--- config.mk ---
export PLATFORM = sky130hd
export DESIGN_NAME = pipeline_sequencer_flat
export DESIGN_NICKNAME = d
export VERILOG_FILES = /design/src/rtl/pipeline_sequencer_if.sv /design/src/rtl/pipeline_sequencer.sv /design/src/flat_wrapper.sv
export SDC_FILE = /design/constraint.sdc
export NUM_CORES = 1
export LEC_CHECK = 0
export ABC_AREA = 0
export CORE_AREA = 2 2 40 42
export CTS_BUF_LIST = sky130_fd_sc_hd__clkbuf_4 sky130_fd_sc_hd__clkbuf_8 sky130_fd_sc_hd__clkbuf_16
export DETAILED_ROUTE_END_ITERATION = 8
export DIE_AREA = 0 0 42 44
export PLACE_DENSITY = 0.72
export REMOVE_ABC_BUFFERS = 1
export SLEW_MARGIN = 10
export SYNTH_ARGS = -nofsm -noshare
export SYNTH_HDL_FRONTEND = slang
export SYNTH_SLANG_ARGS = --single-unit
--- constraint.sdc ---
create_clock -name i_clk -period 1.29 [get_ports i_clk]
set_input_delay 0.258 -clock i_clk [delete_from_list [all_inputs] [get_ports i_clk]]
set_output_delay 0.258 -clock i_clk [all_outputs]
set_load 0.1 [all_outputs]
--- src/rtl/pipeline_sequencer_if.sv ---
// Sequencer control bundle: debug-unit commands, hazard inputs, pipeline enables, state debug.
// The o_cycles member exists only when PIPE_CYCLE_COUNT_EN is defined.
interface pipeline_sequencer_if #(
  parameter int CNT_W = 32
);
  logic i_start;
  logic i_step;
  logic i_stop;
  logic i_not_load;
  logic i_jmp_stop;
  logic i_halt;
  logic o_pc_en;
  logic o_if_id_en;
  logic o_if_id_flush;
  logic o_id_ex_flush;
  logic o_stage_en;
  logic o_busy;
  logic o_end;
  logic [2:0] dbg_state;
`ifdef PIPE_CYCLE_COUNT_EN
  logic [CNT_W-1:0] o_cycles;

  modport slave (
    input  i_start, i_step, i_stop, i_not_load, i_jmp_stop, i_halt,
    output o_pc_en, o_if_id_en, o_if_id_flush, o_id_ex_flush, o_stage_en,
    output o_busy, o_end, dbg_state, o_cycles
  );
  modport master (
    output i_start, i_step, i_stop, i_not_load, i_jmp_stop, i_halt,
    input  o_pc_en, o_if_id_en, o_if_id_flush, o_id_ex_flush, o_stage_en,
    input  o_busy, o_end, dbg_state, o_cycles
  );
`else
  modport slave (
    input  i_start, i_step, i_stop, i_not_load, i_jmp_stop, i_halt,
    output o_pc_en, o_if_id_en, o_if_id_flush, o_id_ex_flush, o_stage_en,
    output o_busy, o_end, dbg_state
  );
  modport master (
    output i_start, i_step, i_stop, i_not_load, i_jmp_stop, i_halt,
    input  o_pc_en, o_if_id_en, o_if_id_flush, o_id_ex_flush, o_stage_en,
    input  o_busy, o_end, dbg_state
  );
`endif
endinterface

--- src/rtl/pipeline_sequencer.sv ---
// Run/step/halt sequencer for the 5-stage pipeline; drains in-flight instructions after HALT.
// Optional feature macro: PIPE_CYCLE_COUNT_EN adds the o_cycles enabled-cycle counter.
module pipeline_sequencer #(
  parameter int DRAIN_CYCLES = 4,
  parameter int CNT_W        = 32
) (
  input  logic i_clk,
  input  logic i_reset,
  pipeline_sequencer_if.slave bus
);
  typedef enum logic [2:0] {
    IDLE  = 3'd0,
    RUN   = 3'd1,
    STEP  = 3'd2,
    DRAIN = 3'd3,
    DONE  = 3'd4
  } state_t;

  localparam logic [3:0] DRAIN_INIT = 4'(DRAIN_CYCLES - 1);

  state_t     state_q, state_d;
  logic [3:0] drain_cnt_q, drain_cnt_d;
  logic       pc_en, if_id_en, if_id_flush, id_ex_flush, stage_en;
  logic       active;
  logic       rearm;

  always_ff @(posedge i_clk or negedge i_reset) begin
    if (!i_reset) begin
      state_q     <= IDLE;
      drain_cnt_q <= 4'd0;
    end else begin
      state_q     <= state_d;
      drain_cnt_q <= drain_cnt_d;
    end
  end

  always_comb begin
    state_d     = state_q;
    drain_cnt_d = drain_cnt_q;
    pc_en       = 1'b0;
    if_id_en    = 1'b0;
    if_id_flush = 1'b0;
    id_ex_flush = 1'b0;
    stage_en    = 1'b0;
    active      = 1'b0;
    rearm       = 1'b0;
    case (state_q)
      IDLE: begin
        if (bus.i_start)     state_d = RUN;
        else if (bus.i_step) state_d = STEP;
      end
      RUN: begin
        // A stop cycle freezes the pipeline outright, even if HALT is in ID.
        if (bus.i_stop) state_d = IDLE;
        else            active  = 1'b1;
      end
      STEP: begin
        active  = 1'b1;
        state_d = IDLE;
      end
      DRAIN: begin
        stage_en    = 1'b1;
        id_ex_flush = 1'b1;
        if (drain_cnt_q == 4'd0) state_d = DONE;
        else                     drain_cnt_d = drain_cnt_q - 4'd1;
      end
      DONE: begin
        if (bus.i_stop) begin
          state_d = IDLE;
          rearm   = 1'b1;
        end
      end
      default: state_d = IDLE;
    endcase

    if (active) begin
      stage_en = 1'b1;
      if (bus.i_halt) begin
        // HALT flows down into ID/EX while fetch freezes; DRAIN_CYCLES cycles follow.
        drain_cnt_d = DRAIN_INIT;
        state_d     = DRAIN;
      end else if (!bus.i_not_load) begin
        id_ex_flush = 1'b1;
      end else if (bus.i_jmp_stop) begin
        pc_en       = 1'b1;
        if_id_en    = 1'b1;
        if_id_flush = 1'b1;
      end else begin
        pc_en    = 1'b1;
        if_id_en = 1'b1;
      end
    end
  end

  assign bus.o_pc_en       = pc_en;
  assign bus.o_if_id_en    = if_id_en;
  assign bus.o_if_id_flush = if_id_flush;
  assign bus.o_id_ex_flush = id_ex_flush;
  assign bus.o_stage_en    = stage_en;
  assign bus.o_busy        = (state_q == RUN) || (state_q == STEP) || (state_q == DRAIN);
  assign bus.o_end         = (state_q == DONE);
  assign bus.dbg_state     = state_q;

`ifdef PIPE_CYCLE_COUNT_EN
  logic [CNT_W-1:0] cycles_q, cycles_d;

  always_ff @(posedge i_clk or negedge i_reset) begin
    if (!i_reset) cycles_q <= '0;
    else          cycles_q <= cycles_d;
  end

  always_comb begin
    cycles_d = cycles_q + CNT_W'(stage_en);
    if (rearm) cycles_d = '0;
  end

  assign bus.o_cycles = cycles_q;
`else
  logic unused_rearm;
  assign unused_rearm = rearm;
`endif
endmodule

--- src/flat_wrapper.sv ---
// flat-port wrapper written by rule: the top's interface ports become plain ports
module pipeline_sequencer_flat 
#(
  parameter int DRAIN_CYCLES = 4,
  parameter int CNT_W        = 32
)
  (i_clk, i_reset, bus_i_start, bus_i_step, bus_i_stop, bus_i_not_load, bus_i_jmp_stop, bus_i_halt, bus_o_pc_en, bus_o_if_id_en, bus_o_if_id_flush, bus_o_id_ex_flush, bus_o_stage_en, bus_o_busy, bus_o_end, bus_dbg_state);
  pipeline_sequencer_if #(.CNT_W(CNT_W)) bus_i ();
  input  logic i_clk;
  input  logic i_reset;
  input wire logic [$bits(bus_i.i_start)-1:0] bus_i_start;
  input wire logic [$bits(bus_i.i_step)-1:0] bus_i_step;
  input wire logic [$bits(bus_i.i_stop)-1:0] bus_i_stop;
  input wire logic [$bits(bus_i.i_not_load)-1:0] bus_i_not_load;
  input wire logic [$bits(bus_i.i_jmp_stop)-1:0] bus_i_jmp_stop;
  input wire logic [$bits(bus_i.i_halt)-1:0] bus_i_halt;
  output wire logic [$bits(bus_i.o_pc_en)-1:0] bus_o_pc_en;
  output wire logic [$bits(bus_i.o_if_id_en)-1:0] bus_o_if_id_en;
  output wire logic [$bits(bus_i.o_if_id_flush)-1:0] bus_o_if_id_flush;
  output wire logic [$bits(bus_i.o_id_ex_flush)-1:0] bus_o_id_ex_flush;
  output wire logic [$bits(bus_i.o_stage_en)-1:0] bus_o_stage_en;
  output wire logic [$bits(bus_i.o_busy)-1:0] bus_o_busy;
  output wire logic [$bits(bus_i.o_end)-1:0] bus_o_end;
  output wire logic [$bits(bus_i.dbg_state)-1:0] bus_dbg_state;
  assign bus_i.i_start = bus_i_start;
  assign bus_i.i_step = bus_i_step;
  assign bus_i.i_stop = bus_i_stop;
  assign bus_i.i_not_load = bus_i_not_load;
  assign bus_i.i_jmp_stop = bus_i_jmp_stop;
  assign bus_i.i_halt = bus_i_halt;
  assign bus_o_pc_en = bus_i.o_pc_en;
  assign bus_o_if_id_en = bus_i.o_if_id_en;
  assign bus_o_if_id_flush = bus_i.o_if_id_flush;
  assign bus_o_id_ex_flush = bus_i.o_id_ex_flush;
  assign bus_o_stage_en = bus_i.o_stage_en;
  assign bus_o_busy = bus_i.o_busy;
  assign bus_o_end = bus_i.o_end;
  assign bus_dbg_state = bus_i.dbg_state;
  pipeline_sequencer #(.DRAIN_CYCLES(DRAIN_CYCLES), .CNT_W(CNT_W)) u_core (.i_clk(i_clk), .i_reset(i_reset), .bus(bus_i));
endmodule
-- Word-level counts from Yosys, hierarchy flattened
Cells that the tools add are included.
- bits in latches: 0
- logic and storage cells: 37
- bits in registers: 7
- input bits: 8
- memories kept: 0
- RAM bits: 0
- ROM bits: 0
- reductions and logical operators: 5
- shifts and indexed selects: 0
- bitwise logic cells: 0
- multiply operators: 0
- add/subtract/negate cells: 1
- magnitude comparators: 0
- equality and inequality tests: 4
- div/mod/pow operators: 0
- multiplexer cells: 25
- operators by type and width (operator ; count):
    2-to-1 mux 3 bit ; 6
    2-to-1 mux 4 bit ; 4
    2-to-1 mux 1 bit ; 13
    one-hot mux 3 bit (3 select lines) ; 1
    == test 3 x 2 -> 1 bit (second input constant) ; 2
    logical NOT 4 bit ; 1
    subtractor 4 x 1 -> 4 bit (second input constant) ; 1
    == test 3 x 1 -> 1 bit (second input constant) ; 1
    == test 3 bit (second input constant) ; 1
    logical NOT 3 bit ; 1
    logical OR 1 bit ; 2
    one-hot mux 1 bit (2 select lines) ; 1
    OR reduction 2 bit ; 1

-- Depth between registers and ports, before layout
- depth in word-level cells: 5
- mapped depth: 5
- mapped depth without buffers: 5

-- Least setup slack after synthesis
No wires, ideal clock.
- path type: register -> output
- start: reg u_core.state_q[0], in the netlist u_core.bus.dbg_state[0]
- end: out bus_o_if_id_flush
- buffers on the path: 0
- data arrival time: 4.554 ns
- cell stages (with the launch flop): 4
- slack: -3.522 ns
- cells stage by stage: dfrtp_1 nor3b_2 nor2_1 nor4b_1
- longest elaborated chain between the ends: 3
- RTL lines (element ; RTL line ; source):
    start: declaration ; pipeline_sequencer.sv:21 ; state_t state_q, state_d;
    start signal: assignment ; pipeline_sequencer.sv:32 ; state_q <= state_d;
    == test 3 x 2 -> 1 bit or == test 3 x 1 -> 1 bit (tied branches) ; pipeline_sequencer.sv:47 ; case (state_q)
    one-hot mux 1 bit (2 select lines) (*) ; pipeline_sequencer.sv:47 ;
    2-to-1 mux 1 bit (*) ; pipeline_sequencer.sv:76 ; if (active) begin
    end: declaration ; flat_wrapper.sv:19 ; output wire logic [$bits(bus_i.o_if_id_flush)-1:0] bus_o_if_id_flush;
Mark *: on every way between the ends. The rest lies on a longest branch, timed or not.

-- Worst setup path in the final report
- start: reg u_core.state_q[1], in the netlist u_core.bus.dbg_state[1]
- end: out bus_o_pc_en
- longest elaborated chain between the ends: 3
- RTL lines (element ; RTL line ; source):
    == test 3 x 2 -> 1 bit or == test 3 x 1 -> 1 bit (tied branches) ; pipeline_sequencer.sv:47 ;
    one-hot mux 1 bit (2 select lines) (*) ; pipeline_sequencer.sv:47 ;
    2-to-1 mux 1 bit (*) ; pipeline_sequencer.sv:76 ;
    end: declaration ; flat_wrapper.sv:17 ; output wire logic [$bits(bus_i.o_pc_en)-1:0] bus_o_pc_en;
Marks and branches as above.

==> results by group <==
Status
  • Status: complete, but fails checks
  • Failing checks: setup timing

Route
  • Pre-antenna DRT Iters: 4
  • Antenna Violating Nets Remaining: 0
  • DRT iter0 DRCs: 4
  • Via density per instance: 5.31
  • DRT met1 WL: 614 um
  • WL/cell: 15.3 um
  • Routed length on met3: 125 um
  • DR top layer: met4
  • Final wirelength: 1.73 mm
  • Met2 WL: 973 um
  • Via count: 600
  • Drc violations: 0

Critical path
  • Worst path arrival time: 1.53 ns
  • Reg2Reg Depth: 6
  • Startpoint types: register
  • Stages on the worst setup path: 5
  • Worst setup EP type: output pin
  • CP Cell Sequence: nor3b_2, nor2_1, nor3_1, buf_4, buf_12
  • Peak fanout along the critical path: 3
  • Largest delay share family, worst path: simple AND/OR/NAND/NOR gates
  • Highest-delay cell along the critical path: dfrtp_1
  • Worst path max stage delay: 0.42 ns
  • Worst path bufs/invs: 2
  • WP data required: 1.03 ns
  • Crit path kind: reg2out

Synthesis
  • Mapped cell area: 484 um2
  • Post-synthesis cell count: 58
  • Top cells by area, synth: dfrtp_1 36%, o21ai_0 6.2%, nor2_1 5.4%, inv_1 4.7%, nand3_1 3.1%
  • Ys Warns: 0
  • Number of flops mapped to enable cells by yosys: 0
  • Post-synth top area share: 36.2%
  • Post-synth top cells: 7 x dfrtp_1, 7 x nor2_1, 6 x inv_1, 6 x o21ai_0
  • Dominant cell type by area after synthesis: dfrtp_1
  • Post-synth ARST share: 100%
  • Post-synth top flop: dfrtp_1
  • Sequential element share of the synthesized area: 36.2%
  • Synth unique cells: 28
  • Flip-flop and latch count after synthesis: 7
  • Post-synthesis area per instance: 8.35 um2

Placement
  • Final HPWL from detailed placement: 1.19 mm
  • Placed cells: 104
  • RePlAce Congestion: 0.830
  • Port bufs: 17

Global route
  • Initial antenna violation count: 0
  • Number of global-route vias before repair: 638
  • Pin count of the biggest net entering global routing: 9
  • Grt ovf: 0
  • First-pass GRT wire length: 2.74 mm
  • Tot GR Track Use: 19.8%

Die
  • Die Footprint: 1850 um2
  • # rows: 14
  • Initial Util: 34.1%
  • Die Ht: 44 um
  • Core area: 1420 um2
  • Chip Width: 42 um
  • I/O Pins: 18

Layout
  • Final-stage net count: 107
  • Layout overhead on the synthesized area: 120%
  • Layout Utilization: 75.2%
  • Layout cell share with drive strength beyond 1: 59.8%
  • Fillers: 98
  • Diode count: 0
  • Post-route insts no fill: 113

Timing
  • Slew HR: 77.3%
  • Fmax: 0.558 GHz
  • Fin. max-slew vios: 0
  • Final worst slack: -0.502 ns
  • Fin crit period: 1.79 ns
  • RSZ-0062 raised after global routing: true
  • Final setup viols: 12
  • WHS: 0.278 ns
  • Hold violation count in the final report: 0
  • Final period util: 139%
  • Worst Tran Pin Value: 0.339 ns
  • Setup Skew: 0.00275 ns

Clock tree
  • Sink Count: 7
  • Hold_buf cts: 0
  • CTS root buffer: clkbuf_4
  • Clk buf depth: 2
  • Clock transition at path regs: 0.06 ns
  • Cts bufs inserted: 3
  • Worst skew pair latency: 0.25 ns
  • CTS tree: yes
  • H-tree levels: 1

Min path
  • Hold Path Class: in2async

Flow run
  • Max Cap Violations: 0
==> metal layers <==
layer | vias up | track usage, %
li1 | 284 | -
met5 | - | 0
met4 | 0 | 7.74
met1 | 292 | 19.2
met3 | 2 | 6.67
met2 | 22 | 38.4
==> final cells by class <==
class	instances	area, um2	area share [%]
timing repair buffer	38	453	42.4
sequential	7	176	16.5
multi-input combinational	42	365	34.2
clock buffer	4	30.0	2.81
tap	16	20.0	1.88
inverter	6	22.5	2.11
==> cells in the final DEF (no fill, tap or decap), drive strengths merged <==
cell,count
o21ai,6
nor3,1
nand2,3
ha,1
a21boi,2
o311ai,1
or4,1
a21oi,2
inv,6
nor3b,2
and3b,1
dfrtp,7
or3,2
nor2b,1
nor4b,1
o211ai,2
nand3,3
nand3b,1
nor2,7
dlygate4sd2,1
and2b,2
buf,31
clkbuf,4
clkdlybuf4s50,6
nand4b,1
nand2b,2
==> registers in the layout, indices dropped and copies added, names as in the netlist <==
| register | cells |
|---|---|
| u_core.bus.dbg_state | 3 |
| u_core.drain_cnt_q | 4 |
==> metrics by stage <==
stage / cell area [um2] / setup TNS (ns) / worst slack [ns]
floorplan: 465 / -21.44 / -4.43
global placement: 876 / -3.70 / -0.558
detailed placement: 876 / -4.06 / -0.565
CTS: 993 / -3.19 / -0.469
global route: 1070 / -4.37 / -0.588
finish: 1070 / -3.72 / -0.502
==> repair_timing <==
action / 4_1_cts / 5_1_grt
pin swaps: 7 / 11
endpoints found under the setup margin: 17 / 17
gates resized for setup: 23 / 18
setup buffers: 1 / 6
==> final timing paths <==
| kind | startpoint | end | slack (ns) |
|---|---|---|---|
| min in group i_clk | bus_i_stop | u_core.bus.dbg_state[2]$_DFF_PN0_ | 0.45 |
| hold / removal | i_reset | u_core.drain_cnt_q[2]$_DFF_PN0_ | 0.28 |
| max in group asynchronous | i_reset | u_core.bus.dbg_state[2]$_DFF_PN0_ | 0.74 |
| setup reg to reg | u_core.bus.dbg_state[0]$_DFF_PN0_ | u_core.drain_cnt_q[3]$_DFF_PN0_ | -0.21 |
| setup / recovery | u_core.bus.dbg_state[1]$_DFF_PN0_ | bus_o_pc_en | -0.50 |
| hold reg to reg | u_core.drain_cnt_q[1]$_DFF_PN0_ | u_core.drain_cnt_q[1]$_DFF_PN0_ | 0.60 |
==> cells by family after synthesis <==
| family | after synthesis | share of synthesized area (%) |
|---|---|---|
| fa+ha+maj | 1 | 2.58 |
| simple gates | 28 | 35.4 |
| buf+inv | 9 | 8.53 |
| compound gates | 13 | 17.3 |
| flops | 7 | 36.2 |
==> worst register-to-register path, cell delays in order, from the launching register on <==
cell and delay, ns:
dfrtp_1 0.40, buf_4 0.14, buf_6 0.09, buf_4 0.10, nand3b_2 0.08, or4_1 0.47
a21boi_1 0.15
Power is left out: the tool's default activity adds up to more than one toggle a clock period on the data nets, which glitch-free logic cannot reach.
